===== src/rtl/mlp_layer_sequencer.sv =====
// mlp_layer_sequencer: steps a neuron layer through its MAC sequence and hands the narrowed results downstream
//   clk, rstn (async active-low) | start, act_sel in | counter, activation_function out (neuron bus)
//   neuron_out in (NUM_NEURONS signed slices) | out_data, out_valid out, out_ready in | busy, done out
//   MLP_SEQ_SATURATE_EN: clamp each slice instead of truncating it
module mlp_layer_sequencer #(
  parameter int NUM_NEURONS = 4,
  parameter int NEURON_BITS = 15,
  parameter int COUNTER_END = 3,
  parameter int PIPE_LAT    = 3
) (
  input  logic                                  clk,
  input  logic                                  rstn,
  input  logic                                  start,
  input  logic                                  act_sel,
  output logic [31:0]                           counter,
  output logic                                  activation_function,
  input  logic [NUM_NEURONS*(NEURON_BITS+9)-1:0] neuron_out,
  output logic [NUM_NEURONS*(NEURON_BITS+1)-1:0] out_data,
  output logic                                  out_valid,
  input  logic                                  out_ready,
  output logic                                  busy,
  output logic                                  done
);
  localparam int NW = NEURON_BITS + 9;
  localparam int OW = NEURON_BITS + 1;
  localparam logic [31:0] LAST = 32'(COUNTER_END + PIPE_LAT);
  localparam logic [31:0] IDLE_CODE = 32'hFFFF_FFFF;
  typedef enum logic [1:0] {IDLE, RUN, HOLD} state_t;
  state_t state_q, state_d;
  logic [31:0] counter_q, counter_d;
  logic act_q, act_d, valid_q, valid_d, done_q, done_d;
  logic [NUM_NEURONS*OW-1:0] data_q, data_d, narrowed;
  for (genvar n = 0; n < NUM_NEURONS; n++) begin : g_narrow
    logic [NW-1:0] s;
    assign s = neuron_out[n*NW +: NW];
`ifdef MLP_SEQ_SATURATE_EN
    // in range only when every bit above the result sign matches it
    assign narrowed[n*OW +: OW] = (&s[NW-1:OW-1] || ~|s[NW-1:OW-1]) ? s[OW-1:0]
                                  : {s[NW-1], {(OW-1){~s[NW-1]}}};
`else
    assign narrowed[n*OW +: OW] = s[OW-1:0];
`endif
  end
  always_comb begin
    state_d   = state_q;
    counter_d = counter_q;
    act_d     = act_q;
    data_d    = data_q;
    valid_d   = valid_q;
    done_d    = 1'b0;
    case (state_q)
      IDLE: if (start) begin
        state_d   = RUN;
        counter_d = '0;
        act_d     = act_sel;
      end
      RUN: if (counter_q == LAST) begin
        state_d   = HOLD;
        counter_d = IDLE_CODE;
        data_d    = narrowed;
        valid_d   = 1'b1;
      end else begin
        counter_d = counter_q + 32'd1;
      end
      HOLD: if (out_ready) begin
        state_d = IDLE;
        valid_d = 1'b0;
        done_d  = 1'b1;
      end
      default: begin
        state_d   = IDLE;
        counter_d = IDLE_CODE;
        valid_d   = 1'b0;
      end
    endcase
  end
  always_ff @(posedge clk or negedge rstn) begin
    if (!rstn) begin
      state_q   <= IDLE;
      counter_q <= IDLE_CODE;
      act_q     <= 1'b0;
      data_q    <= '0;
      valid_q   <= 1'b0;
      done_q    <= 1'b0;
    end else begin
      state_q   <= state_d;
      counter_q <= counter_d;
      act_q     <= act_d;
      data_q    <= data_d;
      valid_q   <= valid_d;
      done_q    <= done_d;
    end
  end
  assign counter             = counter_q;
  assign activation_function = act_q;
  assign out_data            = data_q;
  assign out_valid           = valid_q;
  assign done                = done_q;
  assign busy                = state_q != IDLE;
endmodule


===== config.mk =====
export PLATFORM = sky130hd
export DESIGN_NAME = mlp_layer_sequencer
export DESIGN_NICKNAME = d
export VERILOG_FILES = /design/src/rtl/mlp_layer_sequencer.sv
export SDC_FILE = /design/constraint.sdc
export NUM_CORES = 1
export LEC_CHECK = 0
export BUFFER_PORTS_ARGS = -buffer_cell sky130_fd_sc_hd__buf_4
export CAP_MARGIN = 10
export CORE_MARGIN = 3
export CORE_UTILIZATION = 50
export DETAILED_ROUTE_END_ITERATION = 10
export PLACE_DENSITY = 0.88
export SETUP_SLACK_MARGIN = 0.5
export SYNTH_ARGS = -nofsm -noshare
export SYNTH_HDL_FRONTEND = slang
export SYNTH_SLANG_ARGS = --single-unit

===== constraint.sdc =====
create_clock -name clk -period 4.85 [get_ports clk]
set_input_delay 0.7275 -clock clk [delete_from_list [all_inputs] [get_ports clk]]
set_output_delay 0.7275 -clock clk [all_outputs]
set_load 0.01 [all_outputs]

======== Yosys cells after proc, flatten, opt, wreduce, memory -nomap -nowiden ========
Index checks and enable logic that the tools add are counted.
word-level totals
  flip-flop bits (word level) ............. 101
  input port bits ......................... 101
  output and inout bits ................... 100
  word-level logic and storage cells ...... 34
operators by class
  $add $sub $neg .......................... 1
  equal/unequal tests ..................... 6
  muxes and demuxes ....................... 12
  bitwise logic cells ..................... 2
  reduce and logical (&&, ||, !) cells .... 7
operators by type and width
  operator                                                           number
  32-bit case mux with 3 select lines                                1
  32-bit two-way mux                                                 2
  32-bit by 1-bit adder with 32-bit output (second input constant)   1
  32-bit by 3-bit == test with 1-bit output (second input constant)  1
  2-bit two-way mux                                                  3
  2-bit != test (second input constant)                              3
  2-bit case mux with 3 select lines                                 1
  2-bit AND reduction                                                3
  3-bit AND reduction                                                2
  1-bit two-way mux                                                  4
  1-bit case mux with 3 select lines                                 1
  2-bit by 1-bit == test with 1-bit output (second input constant)   1
  2-bit == test (second input constant)                              1
  2-bit logical NOT                                                  1
  1-bit inverter                                                     2
  2-bit nonzero test                                                 1

======== Longest topological paths before layout ========
Gate-level depths: netlist (run 1).
  word-level depth ........................ 3
  mapped depth ............................ 9

======== Least setup slack after synthesis (run 1) ========
OpenSTA, ideal clock, no wires.
  path type ............................... flip-flop to flip-flop
  from .................................... reg counter_q[11], in the netlist counter[11]
  to ...................................... reg counter_q[23], in the netlist counter[23]
  data arrival time ....................... 2.150 ns
  data required time ...................... 4.771 ns
  path slack .............................. 2.621 ns
  cell stages (with the launch flop) ...... 7
  path buffers ............................ 1
  cells stage by stage .................... dfstp_2 -> buf_2 -> nand4_2 -> or3_4 -> or4_4 -> a21o_1 -> a22o_1
on the way
  cells in the longest elaborated chain, start to end .. 3
ends and longest elaborated chain
  what                                                                                                   RTL line  text
  start: declaration                                                                                     30        logic [31:0] counter_q, counter_d;
  start signal: assignment                                                                               87        counter_q <= counter_d;
  32-bit by 1-bit adder with 32-bit output or 32-bit by 3-bit == test with 1-bit output (tied branches)  63, 57
  32-bit two-way mux *                                                                                   57        RUN: if (counter_q == LAST) begin
  32-bit case mux with 3 select lines *                                                                  51        case (state_q)
Mark *: on every way between the ends. The rest lies on a longest branch, timed or not.
A chain may end at the register's enable or synchronous reset.

======== Worst setup path after layout (run 1) ========
  from .................................... reg counter_q[1], in the netlist counter[1]
  to ...................................... reg data_q[4], in the netlist out_data[4]
on the way
  cells in the longest elaborated chain, start to end .. 2
ends and longest elaborated chain
  what                                       RTL line  text
  32-bit by 3-bit == test with 1-bit output  57
  2-bit AND reduction (no line)              -
  end signal: assignment                     89        data_q <= data_d;
  end: declaration                           32        logic [NUM_NEURONS*OW-1:0] data_q, data_d, narrowed;
No other way between the ends.

==> key figures, run 1 <==
Run status
  • Status: complete, no violations

Die
  • Ports: 201
  • CORE AREA: 8810 um2
  • Die X: between 100 and 150 um
  • Site row count: 34
  • Die area: 10300 um2
  • Starting Density: a little over half
  • Die height: just over 100 um

Critical path
  • Crit. End Element: register
  • Critical Path AT: between 3 and 4 ns
  • CP delay by family, top: simple AND/OR/NAND/NOR gates
  • Worst Path Buf+Inv: 1
  • Req. time, crit path: just over 5 ns
  • CP max-delay cell: dfstp_2
  • Crit-path cells: ha_1, nor4b_1, and4_1, nand3_1, nor2_4, buf_4, mux2_2
  • Max Fanout on Critical Path: 65
  • Max incr delay on CP: 0.62 ns
  • CP Class: reg2reg
  • Worst setup SP type: register

Yosys
  • Avg Cell Area, Syn: between 10 and 15 um2
  • Most used flip-flop cell after synthesis: dfrtp_1
  • Syn Std Cell Area: around 4600 um2
  • Ys async rst share: between 90% and 100%
  • Top cell type's share of synthesized area: 37.7%
  • Post-synth EDFFs: 0
  • Syn nets: 477
  • Post-Syn Instances: ~370
  • Distinct cell type count after synthesis: 43
  • Register area share after synthesis: between 50 and 60%
  • Synth area leaders: dfrtp_1 (38%), dfstp_2 (18%), mux2_2 (16%)
  • Yosys reg bits: between 100 and 150
  • Top cell type by total area after synthesis: dfrtp_1
  • Yosys Warn Count: 0

Cells and area
  • Most frequent cells in the layout: buf_4 (173), dfrtp_1 (69), mux2_2 (65)
  • Total inserted antenna cells: 0
  • Most common library cell in the layout ignoring fill and taps: buf_4
  • Area growth syn-to-layout: 34.2%
  • Share of layout cells above drive strength 1: a little over half
  • Design area: roughly 6000 um2
  • Filler cell count: just over 600
  • Final nets: 639

Pwr
  • Power per cell area: 240 nW/um2
  • Leakage power: 3.01 nW
  • Max VDD drop: a little under 0.2 mV

STA
  • Measured slew at the worst slew-check pin: around 0.81 ns
  • Hold Fails Final Rpt: 0
  • Tightest hold margin: approximately 0.45 ns
  • Max Slew Vio Count: 0
  • RSZ-0062 raised after global routing: no
  • Crit share post-route: 58.9%
  • Fmax: around 350 MHz
  • Period minus WS final: roughly 2.9 ns
  • Clock Skew: about 0.015 ns
  • Slew margin rel.: about 46%
  • Setup TNS: 0 ns
  • Setup ws final: approximately 2 ns
  • Setup violations, final: 0

Global route
  • Initial antenna violation count: 0
  • Grt total ovfl: 0
  • First-pass GRT wire length: between 15000 and 20000 um
  • All-Layer GR Usage: a little under a quarter
  • Vias in the first global route: approximately 3.9k
  • Largest net degree at the start of global routing: 67

Clock tree
  • Postcts setup bufs: 0
  • Clock sinks: 101
  • CTS Buffer Depth: 2
  • Total CTS buffers: 9
  • TritonCTS clock tree: built
  • CTS clock-pin slew for the worst setup and hold paths: 0.11 ns
  • Root Driver: clkbuf_8
  • Worst skew pair latency: around 0.36 ns
  • H-Tree Depth: 3
  • CTS Hold Bufs: 0
  • Post_cts resized: 0

Placement
  • HPWL Detailed: 8540 um
  • Port Buffers: ~170
  • Post-DP Area: about 6000 um2
  • GPL Wtd Cong: approximately 0.87
  • Place WS: roughly 2 ns

Routing
  • Vias: around 3.8k
  • Wire per inst: 18.3 um
  • DRC: 0
  • Final WL: 11900 um
  • Initial DRT Pass Iterations: 4
  • Via/cell ratio: between 5 and 6
  • Post-DRT Antenna Nets: 0
  • Initial DRC Count: 158

Min path
  • Hold WC Path Type: in2async

Job
  • Total of max-cap violations: 0
cell usage after synthesis (2+ instances only):
master,instances
inv_1,7
a21oi_1,4
o31ai_1,3
or2_2,3
nor4b_1,2
clkbuf_1,13
o211ai_1,7
nor2_1,7
nor3_1,4
nand4_1,10
o31a_1,5
dfstp_2,32
a22o_1,12
and3_1,2
a32o_1,11
nor4_1,7
and4_1,4
nand3_1,18
nand2_1,25
dfrtp_1,69
buf_2,9
or3_1,2
a21o_1,12
ha_1,2
mux2_2,65
o21ai_0,22
cell type report:
type                            count  area [um2]  area share, %
Clock buffer                        9         124           2.02
Clock inverter                      7        93.8           1.53
Inverter                            7        26.3          0.427
Multi-Input combinational cell    244        1900           30.9
Sequential cell                   101        2570           41.8
Tap cell                          108         135           2.20
Timing Repair Buffer              173        1300           21.1
through the flow:
stage               power [mW]  utilization [%]  std cells
floorplan                0.859                -        374
global placement         0.915             67.3        633
detailed placement       0.918             67.3        633
CTS                       1.49             69.8        649
global route              1.53             69.8        649
finish                    1.47             69.8        649
worst reg2reg max path, cell delays in order, from the launching register on:
cell	delay, ns
dfstp_2	0.62
ha_1	0.16
nor4b_1	0.25
and4_1	0.31
nand3_1	0.17
nor2_4	0.13
buf_4	0.62
mux2_2	0.47
logic make-up after synthesis:
group | count (synthesis) | share of synthesized area [%]
fa+ha+maj | 2 | 0.546
compound gates | 83 | 13.4
flops | 101 | 56.0
buf+inv | 29 | 2.62
simple gates | 93 | 11.3
mux | 66 | 16.2
flip-flops by register name, summed over array words and instances, names as in the netlist:
name	cells
out_data	64
counter	32
state_q	2
activation_function	1
done	1
out_valid	1
per-layer routing:
metal	GRT usage (%)	wire, um	part of all wire, %
met1	27.2	4550	38
met2	38.8	6170	52
met3	7.85	1030	8.7
met4	6.85	112	0.94
met5	0	0	0
path summary, 6_finish.rpt:
check	from	end	slack [ns]	depth (start not counted)
max	counter[1]$_DFFE_PN1P_	out_data[4]$_DFFE_PN0P_	1.99	7
min reg2reg	out_data[33]$_DFFE_PN0P_	out_data[33]$_DFFE_PN0P_	0.52	1
min in group clk	out_data[33]$_DFFE_PN0P_	out_data[33]$_DFFE_PN0P_	0.52	1
max in group asynchronous	rstn	counter[10]$_DFFE_PN1P_	3.42	2
min	rstn	activation_function$_DFFE_PN0P_	0.45	1
max reg2reg	counter[1]$_DFFE_PN1P_	out_data[4]$_DFFE_PN0P_	1.99	7
where the power goes:
group | internal, mW | switching [mW]
clock network | 0.252 | 0.320
logic | 0.0347 | 0.0230
registers | 0.843 | 0
total | 1.13 | 0.343
(Power assumes the default switching activity.)
==> inputs of run 2 (changes only) <==
--- a/config.mk
+++ b/config.mk
@@ -8,9 +8,9 @@
 export BUFFER_PORTS_ARGS = -buffer_cell sky130_fd_sc_hd__buf_4
 export CAP_MARGIN = 10
 export CORE_MARGIN = 3
-export CORE_UTILIZATION = 50
+export CORE_UTILIZATION = 43
 export DETAILED_ROUTE_END_ITERATION = 10
-export PLACE_DENSITY = 0.88
+export PLACE_DENSITY = 0.81
 export SETUP_SLACK_MARGIN = 0.5
 export SYNTH_ARGS = -nofsm -noshare
 export SYNTH_HDL_FRONTEND = slang
==> constraint.sdc (replaced) <==
create_clock -name clk -period 2.3 [get_ports clk]
set_input_delay 0.345 -clock clk [delete_from_list [all_inputs] [get_ports clk]]
set_output_delay 0.345 -clock clk [all_outputs]
set_load 0.01 [all_outputs]
==> run 2 against run 1 <==
Net effect:
- sequential share of layout area is 7.7 points lower
- global-route usage is 1.9 points higher
- die area is 15% higher
- wire length is 29% higher
- total power is 100% higher
- combinational power is 140% higher
- sequential cell count stayed put
- clock power is 92% higher
- first-iteration DRC count grew to 2.6 times the previous value
- critical path type unchanged
- critical endpoint is now counter[26]$_DFFE_PN1P_
- final cell count is 15% higher
==> key figures, run 2 (same netlist as run 1, synthesis figures left out) <==
STA
  • Hold Fails Final Rpt: 0 (unchanged)
  • Setup violations, final: 0 (unchanged)
  • Setup TNS: 0 ns (unchanged)
  • Crit share post-route: 96.2% (was 58.9%)
  • Slew margin rel.: 57.2% (was 45.8%)
  • Period minus WS final: 2.21 ns (was 2.86 ns)
  • Fmax: 452 MHz (was 350 MHz)
  • Clock Skew: 0.0161 ns (was 0.0146 ns)
  • Tightest hold margin: 0.202 ns (was 0.452 ns)
  • Max Slew Vio Count: 0 (unchanged)
  • RSZ-0062 raised after global routing: yes (was no)
  • Measured slew at the worst slew-check pin: 0.641 ns (was 0.813 ns)

Cells and area
  • Share of layout cells above drive strength 1: 65.9% (was 54.7%)
  • Final nets: 711 (was 639)
  • Filler cell count: 616 (was 612)
  • Max reg flops: 64 (unchanged)
  • Area of the multi-input gates: 2360 um2 (was 1900 um2)
  • Total inserted antenna cells: 0 (unchanged)
  • Most common library cell in the layout ignoring fill and taps: buf_4 (unchanged)
  • Reg area: 2570 um2 (unchanged)
  • Most frequent cells in the layout: buf_4 (212), dfrtp_1 (69), mux2_4 (61) (was buf_4 (173), dfrtp_1 (69), mux2_2 (65))
  • Final core occ: 72.9% (was 69.8%)
  • Area growth syn-to-layout: 64.3% (was 34.2%)

Clock tree
  • Worst skew pair latency: 0.36 ns (about the same)
  • Total CTS buffers: 9 (unchanged)
  • Root Driver: clkbuf_8 (unchanged)
  • Clock sinks: 101 (unchanged)
  • CTS Buffer Depth: 2 (unchanged)
  • TritonCTS clock tree: built (unchanged)
  • H-Tree Depth: 3 (unchanged)
  • CTS clock-pin slew for the worst setup and hold paths: 0.10 ns (was 0.11 ns)

Critical path
  • CP Class: reg2reg (unchanged)
  • Worst Setup SP: counter[1]$_DFFE_PN1P_ (unchanged)
  • CP delay by family, top: flip-flops (was simple AND/OR/NAND/NOR gates)
  • Req. time, crit path: 2.59 ns (was 5.09 ns)
  • Reg2reg end: counter[26]$_DFFE_PN1P_ (was out_data[4]$_DFFE_PN0P_)
  • CP max-delay cell: dfstp_2 (unchanged)
  • Critical Path End: counter[26]$_DFFE_PN1P_ (was out_data[4]$_DFFE_PN0P_)
  • Crit path depth: 11 (was 7)
  • R2r setup slk: 0.09 ns (was 1.99 ns)
  • Crit. End Element: register (unchanged)
  • Critical Path AT: 2.50 ns (was 3.09 ns)
  • Worst Path Buf+Inv: 5 (was 1)
  • CP dominant cell by count: buf_6
  • Cells on worst reg2reg path: 11 (was 7)
  • Crit-path cells: ha_4, nor4b_4, and4_4, buf_4, buf_6, a21oi_4, buf_6, buf_6, buf_6, o31a_1, o211ai_1 (was ha_1, nor4b_1, and4_1, nand3_1, nor2_4, buf_4, mux2_2)
  • Max Fanout on Critical Path: 6 (was 65)
  • Max incr delay on CP: 0.58 ns (was 0.62 ns)
  • FF-to-FF Start: counter[1]$_DFFE_PN1P_ (unchanged)
  • Worst setup SP type: register (unchanged)

Pwr
  • Power per cell area: 401 nW/um2 (was 240 nW/um2)
  • Leakage power: 3.63 nW (was 3.01 nW)
  • Max VDD drop: 0.281 mV (was 0.196 mV)

Die
  • Site row count: 37 (was 34)
  • Die X: 109 um (was 102 um)
  • Ports: 201 (unchanged)
  • Starting Density: 44.4% (was 52.0%)
  • Die height: 109 um (was 102 um)
  • CORE AREA: 10300 um2 (was 8810 um2)
  • Die area: 11900 um2 (was 10300 um2)

Run status
  • Status: complete, no violations (unchanged)

Global route
  • First-pass GRT wire length: 22700 um (was 18600 um)
  • Grt total ovfl: 0 (unchanged)
  • Vias in the first global route: 4266 (was 3877)
  • All-Layer GR Usage: 24.6% (was 22.8%)
  • Largest net degree at the start of global routing: 45 (was 67)
  • Initial antenna violation count: 0 (unchanged)

Routing
  • Wire per inst: 20.4 um (was 18.3 um)
  • Initial DRT Pass Iterations: 5 (was 4)
  • Via/cell ratio: 5.75 (was 5.82)
  • DRC: 0 (unchanged)
  • Vias: 4308 (was 3779)
  • Initial DRC Count: 415 (was 158)
  • Final WL: 15300 um (was 11900 um)
  • Post-DRT Antenna Nets: 0 (unchanged)

Min path
  • Hold Path Stages: 2
  • Hold WC Path Type: in2reg (was in2async)

Placement
  • HPWL Detailed: 8700 um (was 8540 um)
  • GPL Wtd Cong: 0.840 (was 0.874)
  • Port Buffers: 168 (unchanged)

Job
  • Total of max-cap violations: 0 (unchanged)
[run 2: through the flow]
| step | total power [mW] | cell area (um2) | std cells | setup WS, ns |
|---|---|---|---|---|
| finish | 3.02 | 7530 | 749 | 0.0875 |
| detailed placement | 1.95 | 6380 | 680 | 0.0505 |
| CTS | 3.04 | 7370 | 742 | 0.136 |
| global route | 3.14 | 7530 | 749 | 0.0485 |
| global placement | 1.94 | 6380 | 680 | 0.0913 |
| floorplan | 1.81 | 4860 | 374 | 0.177 |
[run 2: layout make-up]
cell class                      count  share of cell area (%)
Clock inverter                      6                   0.731
Inverter                            7                   0.349
Multi-Input combinational cell    244                    31.3
Clock buffer                       10                    1.83
Sequential cell                   101                    34.1
Timing Repair Buffer              245                    29.4
Tap cell                          136                    2.26
[run 2: per-layer routing]
| layer | vias to the layer above | global-route usage [%] | part of all wire (%) |
|---|---|---|---|
| met5 | - | 0 | 0 |
| met4 | 0 | 9.35 | 3.7 |
| met3 | 54 | 4.91 | 9.0 |
| met2 | 271 | 39.4 | 49 |
| met1 | 2096 | 33.1 | 39 |
| li1 | 1887 | - | - |
[run 2: timing repair]
action                                  4_1_cts  5_1_grt
hold buffers                                  1        0
endpoints found under the hold margin         2        0
gates cloned                                 10        0
pin swaps                                    29       20
buffers inserted                             35        7
resized for setup                            78       27
endpoints found under the setup margin       98       98
[run 2: where the power goes]
part	total, mW	leakage, nW	switching [mW]	internal (mW)
Sequential	1.78	1.29	0	1.78
Combinational	0.138	2.24	0.0555	0.0822
Clock	1.10	0.0994	0.658	0.445
Total	3.02	3.63	0.713	2.31
[run 2: worst min path at each step]
stage                     slack [ns]            from                         endpoint
after floorplan                 0.05            rstn  activation_function$_DFFE_PN0P_
final                           0.20  neuron_out[81]         out_data[57]$_DFFE_PN0P_
after CTS                       0.19  neuron_out[81]         out_data[57]$_DFFE_PN0P_
after global routing            0.18   neuron_out[9]          out_data[9]$_DFFE_PN0P_
after detailed placement        0.40            rstn         out_data[48]$_DFFE_PN0P_
after global placement          0.39            rstn         out_data[48]$_DFFE_PN0P_
